$ cat config.mk
export PLATFORM = sky130hd
export DESIGN_NAME = ifetch_ctrl
export DESIGN_NICKNAME = d
export VERILOG_FILES = /design/src/rtl/ifetch_pkg.sv /design/src/rtl/ifetch_perf_cnt.sv /design/src/rtl/ifetch_ctrl.sv
export SDC_FILE = /design/constraint.sdc
export NUM_CORES = 1
export LEC_CHECK = 0
export ABC_CLOCK_PERIOD_IN_PS = 2300
export CAP_MARGIN = 20
export CORE_MARGIN = 8
export CORE_UTILIZATION = 27
export DETAILED_ROUTE_END_ITERATION = 7
export GPL_ROUTABILITY_DRIVEN = 0
export PLACE_DENSITY_LB_ADDON = 0.05
export REMOVE_ABC_BUFFERS = 1
export SYNTH_ARGS = -nofsm -noshare
export SYNTH_HDL_FRONTEND = slang
export SYNTH_HIERARCHICAL = 1
export SYNTH_SLANG_ARGS = --single-unit
export TNS_END_PERCENT = 50
$ cat constraint.sdc
create_clock -name clk -period 2.3 [get_ports clk]
set_input_delay 0.46 -clock clk [delete_from_list [all_inputs] [get_ports clk]]
set_output_delay 0.46 -clock clk [all_outputs]
set_load 0.05 [all_outputs]
$ cat src/rtl/ifetch_pkg.sv
// Shared types and constants for the instruction-fetch sequencer.
// Optional perf counters are enabled with the IFETCH_PERF_CNT_EN macro.
package ifetch_pkg;

  typedef enum logic [1:0] {
    IDLE = 2'd0,
    RUN  = 2'd1,
    HALT = 2'd2
  } ifetch_state_e;

  localparam int unsigned RESET_PC_DEFAULT = 0;

  // BRAM strobes are active low
  localparam logic RD_ON  = 1'b0;
  localparam logic RD_OFF = 1'b1;
  localparam logic WR_ON  = 1'b0;
  localparam logic WR_OFF = 1'b1;

  function automatic logic [31:0] sat_inc32(input logic [31:0] value, input logic en);
    return (en && (value != 32'hFFFF_FFFF)) ? value + 32'd1 : value;
  endfunction

endpackage

$ cat src/rtl/ifetch_perf_cnt.sv
// Two saturating 32-bit event counters: accepted instructions and stall cycles.
// Only instantiated when IFETCH_PERF_CNT_EN is defined.
module ifetch_perf_cnt
  import ifetch_pkg::*;
(
  input  logic        clk,
  input  logic        rst,
  input  logic        i_instr_inc,
  input  logic        i_stall_inc,
  output logic [31:0] o_instr_cnt,
  output logic [31:0] o_stall_cnt
);

  logic [31:0] r_instr_cnt;
  logic [31:0] r_stall_cnt;

  // NOTE: sequential state uses non-blocking assignments so every register
  // samples the pre-edge values, independent of statement order.
  always_ff @(posedge clk) begin
    if (rst) begin
      r_instr_cnt <= '0;
      r_stall_cnt <= '0;
    end else begin
      r_instr_cnt <= sat_inc32(r_instr_cnt, i_instr_inc);
      r_stall_cnt <= sat_inc32(r_stall_cnt, i_stall_inc);
    end
  end

  assign o_instr_cnt = r_instr_cnt;
  assign o_stall_cnt = r_stall_cnt;

endmodule

$ cat src/rtl/ifetch_ctrl.sv
// Instruction-fetch sequencer: boot loader port, PC ownership, valid/ready stream
// to decode, redirect and halt. IFETCH_PERF_CNT_EN adds perf counter outputs.
module ifetch_ctrl
  import ifetch_pkg::*;
#(
  parameter int          ADDR_WIDTH = 10,
  parameter int          DATA_WIDTH = 32,
  parameter int unsigned RESET_PC   = RESET_PC_DEFAULT
) (
  input  logic                  clk,
  input  logic                  rst,
  input  logic                  start,
  input  logic                  halt_req,
  input  logic                  ld_valid,
  input  logic [ADDR_WIDTH-1:0] ld_addr,
  input  logic [DATA_WIDTH-1:0] ld_data,
  output logic                  ld_ready,
  output logic [ADDR_WIDTH-1:0] mem_addr,
  output logic                  mem_rd_n,
  output logic                  mem_wr_n,
  output logic [DATA_WIDTH-1:0] mem_wdata,
  input  logic [DATA_WIDTH-1:0] mem_rdata,
  output logic                  instr_valid,
  input  logic                  instr_ready,
  output logic [DATA_WIDTH-1:0] instr,
  output logic [ADDR_WIDTH-1:0] instr_pc,
  input  logic                  redirect_valid,
  input  logic [ADDR_WIDTH-1:0] redirect_pc,
  output logic                  busy
`ifdef IFETCH_PERF_CNT_EN
  ,
  output logic [31:0]           perf_instr_cnt,
  output logic [31:0]           perf_stall_cnt
`endif
);

  localparam logic [ADDR_WIDTH-1:0] PC_INIT = ADDR_WIDTH'(RESET_PC);

  ifetch_state_e         r_state, w_state_nxt;
  logic [ADDR_WIDTH-1:0] r_pc, w_pc_nxt;
  logic                  r_inflight_valid, w_inflight_valid_nxt;
  logic [ADDR_WIDTH-1:0] r_inflight_pc, w_inflight_pc_nxt;

  // NOTE: sequential state uses non-blocking assignments so every register
  // samples the pre-edge values, independent of statement order.
  always_ff @(posedge clk) begin
    if (rst) begin
      r_state          <= IDLE;
      r_pc             <= PC_INIT;
      r_inflight_valid <= 1'b0;
      r_inflight_pc    <= '0;
    end else begin
      r_state          <= w_state_nxt;
      r_pc             <= w_pc_nxt;
      r_inflight_valid <= w_inflight_valid_nxt;
      r_inflight_pc    <= w_inflight_pc_nxt;
    end
  end

  // NOTE: every output of this block gets a default first, so no path can
  // leave a signal unassigned and infer a latch.
  always_comb begin
    w_state_nxt          = r_state;
    w_pc_nxt             = r_pc;
    w_inflight_valid_nxt = r_inflight_valid;
    w_inflight_pc_nxt    = r_inflight_pc;
    mem_addr             = r_pc;
    mem_rd_n             = RD_OFF;
    mem_wr_n             = WR_OFF;
    mem_wdata            = ld_data;
    ld_ready             = 1'b0;
    instr_valid          = 1'b0;

    unique case (r_state)
      IDLE, HALT: begin
        ld_ready = 1'b1;
        if (ld_valid) begin
          mem_addr = ld_addr;
          mem_wr_n = WR_ON;
        end
        if (start) begin
          w_state_nxt          = RUN;
          w_pc_nxt             = PC_INIT;
          w_inflight_valid_nxt = 1'b0;
        end
      end

      RUN: begin
        if (halt_req) begin
          w_state_nxt          = HALT;
          w_inflight_valid_nxt = 1'b0;
        end else if (redirect_valid) begin
          w_pc_nxt             = redirect_pc;
          w_inflight_valid_nxt = 1'b0;
        end else begin
          instr_valid = r_inflight_valid;
          // mem_rdata only holds while rd_n stays high, so a read may issue
          // only once the presented word is gone or being taken this cycle
          if (!r_inflight_valid || instr_ready) begin
            mem_rd_n             = RD_ON;
            mem_addr             = r_pc;
            w_pc_nxt             = r_pc + ADDR_WIDTH'(1);
            w_inflight_valid_nxt = 1'b1;
            w_inflight_pc_nxt    = r_pc;
          end
        end
      end

      default: w_state_nxt = IDLE;
    endcase
  end

  assign instr    = mem_rdata;
  assign instr_pc = r_inflight_pc;
  assign busy     = (r_state == RUN);

`ifdef IFETCH_PERF_CNT_EN
  logic w_xfer;
  logic w_stall;

  assign w_xfer  = instr_valid && instr_ready;
  assign w_stall = busy && instr_valid && !instr_ready;

  ifetch_perf_cnt u_perf_cnt (
    .clk         (clk),
    .rst         (rst),
    .i_instr_inc (w_xfer),
    .i_stall_inc (w_stall),
    .o_instr_cnt (perf_instr_cnt),
    .o_stall_cnt (perf_stall_cnt)
  );
`else
  // Counters absent: no extra state in this build.
`endif

endmodule

==> results.yml, run 1 <==
outcome:
  status: "completed"
cts:
  cts.clk_slew.worst_paths_ps: 90
  cts_made_buffers: 3
  h-tree-depth: 1
  postCtsSetupBuffers: 0
  clk_latency_ps: 260
  cts.sinks: 23
  cts_tree: "yes"
  cts_hold_buf: 0
  cts_resized: 1
  root_buffer: "clkbuf_8"
  clk_path_buf_depth: 2
routing:
  firstDrtPassIters: 4
  avgViaCountPerCell: 4.95
  wire_per_inst_um: 31.8
  drtAntennaViolNets: 0
  num_vias: 1411
  drt_wl_total_mm: 9.07
  drc: 0
  drt_iter0_markers: 48
die:
  ios: 180
  rows: 30
  coreArea_um2: 6680
  die_h_um: 98.2
  die_w_um: 98.2
  dieArea_um2: 9640
  start_util: 0.273
setup_path:
  cp.arrival_ps: 1770
  critPathRequiredTime_ps: 1840
  cp_max_fo: 3
  worst_setup_path_start_kind: "input pin"
  worstSetupEndpointType: "output pin"
  crit_type: "input pin to output pin"
yosys:
  synth_ff_type: "dfxtp_1"
  ys_ff_latch: 23
  syn_avg_cell_area_um2: 8.40
  synth.distinct_cells: 37
  synth_edf_count: 0
  synth_area_leaders: "buf_4 26%, dfxtp_1 25%, mux2i_1 7.1%, mux2_2 4.3%, nor2_1 3.5%"
  netlist_area_um2: 1820
  seq_area_frac_synth: 0.253
  synthArstFlopShare: 0
  yosys.area.top_type: "buf_4"
  ys_warn_count: 6
  yosysTopAreaCellShare: 0.264
  synthCells: 217
sta:
  max_slew.worst_pin.slew_ps: 520
  setup_viol: 0
  clock_skew_ps: 1.90
  slew_headroom: 0.652
  finalMaxSlewViolations: 0
  rsz0062_at_grt: "false"
  fmax_mhz: 449
  fin_crit_sh: 0.968
  period_needed_ps: 2230
  setup_slack_ps: 72.8
  hold_viol: 0
power:
  vdd.ir_drop.worst_mv: 0.205
  p_per_area_nw_per_um2: 460
  p_leak_nw: 0.751
finish:
  final_area_um2: 2030
  layout_common_cells: "37 x clkdlybuf4s50_1, 23 x dfxtp_1, 17 x nor2_1"
  antenna_cells: 0
  drive_gt1_frac: 0.210
  synthToLayoutAreaGrowth_pct: 11.1
  layout_commonest_cell: "clkdlybuf4s50_1"
  layout.nets: 298
min_path:
  hold_path.class: "flop to flop"
global_routing:
  grt_overflow: 0
  grt_pass1_vias: 1484
  grt_pass1_wl_mm: 12.3
  grt_max_degree: 19
  grt_usage: 0.182
  grt_antenna_before_repair: 0
place:
  dp_slack_ps: -0.0197
  dpl_cell_area_um2: 1980
  io_buffers: 51
  post-dp-hpwl_mm: 8.00
run:
  cap_violations: 0
[Yosys cell counts (4+ instances only)]
cell type	number
a21oi_1	10
mux2i_1	13
a21o_1	5
dfxtp_1	23
clkbuf_1	4
nor2_1	17
nand2_1	14
inv_1	6
buf_4	64
buf_2	4
o21ai_0	4
mux2_2	7
nand3_1	5
[metal layers]
layer,vias up,share of wire,track usage,routed length (µm)
met5,-,0,0.0109,0
met4,0,0.0028,0.0213,25
met3,2,0.31,0.263,2770
met2,146,0.40,0.250,3640
met1,609,0.29,0.150,2640
li1,654,-,-,-
[area by class of cell]
cell class | count | area (µm²)
Fill cell | 726 | 4660
Multi-Input combinational cell | 114 | 803
Timing Repair Buffer | 58 | 591
Sequential cell | 23 | 460
Tap cell | 80 | 100
Clock buffer | 3 | 41.3
Inverter | 6 | 22.5
Clock inverter | 1 | 7.51
[power by group]
part	leakage, nW	total [W]	switching, W	internal [W]
clock network	0.0217	0.000261	0.000138	0.000122
registers	0.186	0.000416	0.0000115	0.000404
logic	0.543	0.000255	0.000136	0.000119
total	0.751	0.000931	0.000285	0.000646
[state kept, by name (all words and copies together) (netlist names)]
name / flops
instr_pc: 10
r_inflight_valid: 1
r_pc: 10
r_state: 2
[worst max-delay path: stages]
cell and delay [ps]:
clkdlybuf4s50_1 420, or3b_4 410, nor3b_1 200, buf_4 150, buf_12 120
[path summary, 6_finish.rpt]
check	startpoint	endpoint	slack, ps	cells after the start
worst max-delay path	halt_req	instr_valid	70	5
worst min-delay path	instr_pc[9]	instr_pc[9]	500	2
worst max register to register	r_state[0]	instr_pc[5]	530	5
worst min register to register	instr_pc[9]	instr_pc[9]	500	2
[logic make-up after synthesis]
| kind of cell | Yosys count | synth area share |
|---|---|---|
| buf+inv | 80 | 0.307 |
| flops | 23 | 0.253 |
| mux | 20 | 0.115 |
| compound gates | 33 | 0.128 |
| xor+xnor | 1 | 0.00481 |
| fa+ha+maj | 1 | 0.00686 |
| simple gates | 59 | 0.186 |
[through the flow]
| step | total power (W) | setup TNS, ps | std cells | utilization | hold slack (ps) |
|---|---|---|---|---|---|
| after detailed placement | 0.000682 | -0.0197 | 281 | 0.296 | 478 |
| final | 0.000931 | 0 | 285 | 0.303 | 499 |
| after global placement | 0.000681 | 0 | 281 | 0.296 | 476 |
| after global routing | 0.000981 | 0 | 285 | 0.303 | 530 |
| after floorplan | 0.000555 | -178 | 143 | - | 477 |
| after CTS | 0.000948 | 0 | 285 | 0.303 | 504 |
Note: power is estimated with default switching activity, not from simulation.
==> run 2: changes to the inputs <==
--- a/config.mk
+++ b/config.mk
@@ -9,8 +9,10 @@
 export CAP_MARGIN = 20
 export CORE_MARGIN = 8
 export CORE_UTILIZATION = 27
+export CTS_CLUSTER_SIZE = 14
 export DETAILED_ROUTE_END_ITERATION = 7
 export GPL_ROUTABILITY_DRIVEN = 0
+export HOLD_SLACK_MARGIN = 0.03
 export PLACE_DENSITY_LB_ADDON = 0.05
 export REMOVE_ABC_BUFFERS = 1
 export SYNTH_ARGS = -nofsm -noshare
==> results of run 2 <==
Same layout as run 1: the final DEF is identical, and so are final timing and power.
==> run 3: changes to the inputs <==
--- a/config.mk
+++ b/config.mk
@@ -5,7 +5,7 @@
 export SDC_FILE = /design/constraint.sdc
 export NUM_CORES = 1
 export LEC_CHECK = 0
-export ABC_CLOCK_PERIOD_IN_PS = 2300
+export ABC_CLOCK_PERIOD_IN_PS = 2450
 export CAP_MARGIN = 20
 export CORE_MARGIN = 8
 export CORE_UTILIZATION = 27
@@ -15,6 +15,7 @@
 export HOLD_SLACK_MARGIN = 0.03
 export PLACE_DENSITY_LB_ADDON = 0.05
 export REMOVE_ABC_BUFFERS = 1
+export SLEW_MARGIN = 15
 export SYNTH_ARGS = -nofsm -noshare
 export SYNTH_HDL_FRONTEND = slang
 export SYNTH_HIERARCHICAL = 1
==> constraint.sdc (replaced) <==
create_clock -name clk -period 2.45 [get_ports clk]
set_input_delay 0.49 -clock clk [delete_from_list [all_inputs] [get_ports clk]]
set_output_delay 0.49 -clock clk [all_outputs]
set_load 0.05 [all_outputs]
==> results.yml, run 3 (synthesis gave the netlist of run 1 again) <==
sta:
  fin_crit_sh: 0.955
  setup_viol: 0
  hold_viol: 0
  rsz0062_at_grt: "false"
  fmax_mhz: 428
  slew_headroom: 0.652
  clock_skew_ps: 1.45
  hold-worst-slack_ps: 501
  max_slew.worst_pin.slew_ps: 521
  period_needed_ps: 2340
  finalMaxSlewViolations: 0
  setup_tns_ps: 0
setup_path:
  critPathRequiredTime_ps: 1960
  cp.arrival_ps: 1850
  crit_chain: "clkdlybuf4s50_1, and2b_2, mux2_2, buf_4"
  cp_top_family: "buffers and inverters"
  reg2reg_slack_ps: 680
  cp_slowest_stage_delay_ps: 450
  cp_num_buf_inv: 2
  cp_max_fo: 14
  timing.rr.start: "r_state[0]"
  worst_setup_path_start_kind: "input pin"
  r2r_cells: 5
  crit_type: "input pin to output pin"
  critPathSlowestCell: "clkdlybuf4s50_1"
  r2r_end: "instr_pc[6]"
  worstSetupEndpointType: "output pin"
die:
  dieArea_um2: 9640
  coreArea_um2: 6680
  die_h_um: 98.2
  start_util: 0.273
  ios: 180
  die_w_um: 98.2
  rows: 30
min_path:
  hp-start: "instr_pc[3]"
  hold_path_depth: 2
  min_to: "instr_pc[3]"
  hold_path.class: "flop to flop"
place:
  dp_cells: 281
  io_buffers: 51
  post-dp-hpwl_mm: 7.93
run:
  cap_violations: 0
finish:
  fin_cells: 285
  layout_commonest_cell: "clkdlybuf4s50_1"
  register_area_um2: 460
  synthToLayoutAreaGrowth_pct: 10.8
  drive_gt1_frac: 0.205
  multi_input_area_um2: 802
  layout_common_cells: "37 x clkdlybuf4s50_1, 23 x dfxtp_1, 17 x nor2_1"
  nFillCells: 735
  layout.nets: 298
  antenna_cells: 0
routing:
  wire_per_inst_um: 31.9
  avgViaCountPerCell: 5.07
  num_vias: 1445
  drtAntennaViolNets: 0
  drc: 0
  drt_iter0_markers: 65
  firstDrtPassIters: 4
  drt_wl_total_mm: 9.10
global_routing:
  grt_pass1_wl_mm: 12.2
  use_met2: 0.246
  met1_usage: 0.147
  grt.met3_usage: 0.276
  grt_usage: 0.182
  grt_pass1_vias: 1456
  grt_antenna_before_repair: 0
  grt_busiest_layer: "met3"
  grt_max_degree: 19
  grt_overflow: 0
cts:
  clk_path_buf_depth: 2
  cts.clk_slew.worst_paths_ps: 80
  cts_made_buffers: 3
  root_buffer: "clkbuf_8"
  cts_resized: 0
  clk_latency_ps: 270
  postCtsSetupBuffers: 0
  cts.sinks: 23
  cts_hold_buf: 0
  h-tree-depth: 1
  cts_tree: "yes"
power:
  p_leak_nw: 0.751
  finalPower_w: 0.000873
  p_per_area_nw_per_um2: 432
  vdd.ir_drop.worst_mv: 0.164
outcome:
  status: "completed"
==> run 3: area by class of cell <==
cell class | instances | share of cell area
Timing Repair Buffer | 58 | 0.292
Tap cell | 80 | 0.0495
Inverter | 6 | 0.0111
Clock buffer | 4 | 0.0223
Sequential cell | 23 | 0.228
Multi-Input combinational cell | 114 | 0.397
==> run 3: tightest hold or removal path, stage by stage, from the launching register on <==
cell     delay (ps)
dfxtp_1         330
mux2i_1          60
nor2_1           70
==> run 3: metal layers <==
layer  routed length [µm]  up-vias
met5                    0        -
met1                 2640      630
met3                 2830        2
met2                 3600      160
met4                   34        0
li1                     -      653
==> run 3: power breakdown <==
part           switching [W]  leakage, nW  internal [W]
Sequential         0.0000107        0.186      0.000379
Combinational       0.000127        0.543      0.000111
Clock               0.000128       0.0228      0.000116
Total               0.000266        0.751      0.000607
==> run 3: how the worst max path moves through the flow <==
| stage | startpoint | depth (start not counted) | endpoint | slack [ps] |
|---|---|---|---|---|
| after global placement | ld_valid | 4 | mem_addr[6] | 100 |
| after detailed placement | ld_valid | 4 | mem_addr[0] | 70 |
| after CTS | ld_valid | 4 | mem_addr[0] | 70 |
| after global routing | ld_valid | 4 | mem_addr[0] | 30 |
| after floorplan | halt_req | 2 | instr_valid | -90 |
| final | ld_valid | 4 | mem_addr[0] | 110 |
==> run 3: metrics by stage <==
stage,util,area [µm²],worst slack [ps]
global placement,0.296,1980,101
detailed placement,0.296,1980,74.3
global route,0.302,2020,30.4
finish,0.302,2020,111
floorplan,-,1280,-87.6
CTS,0.302,2020,71.1
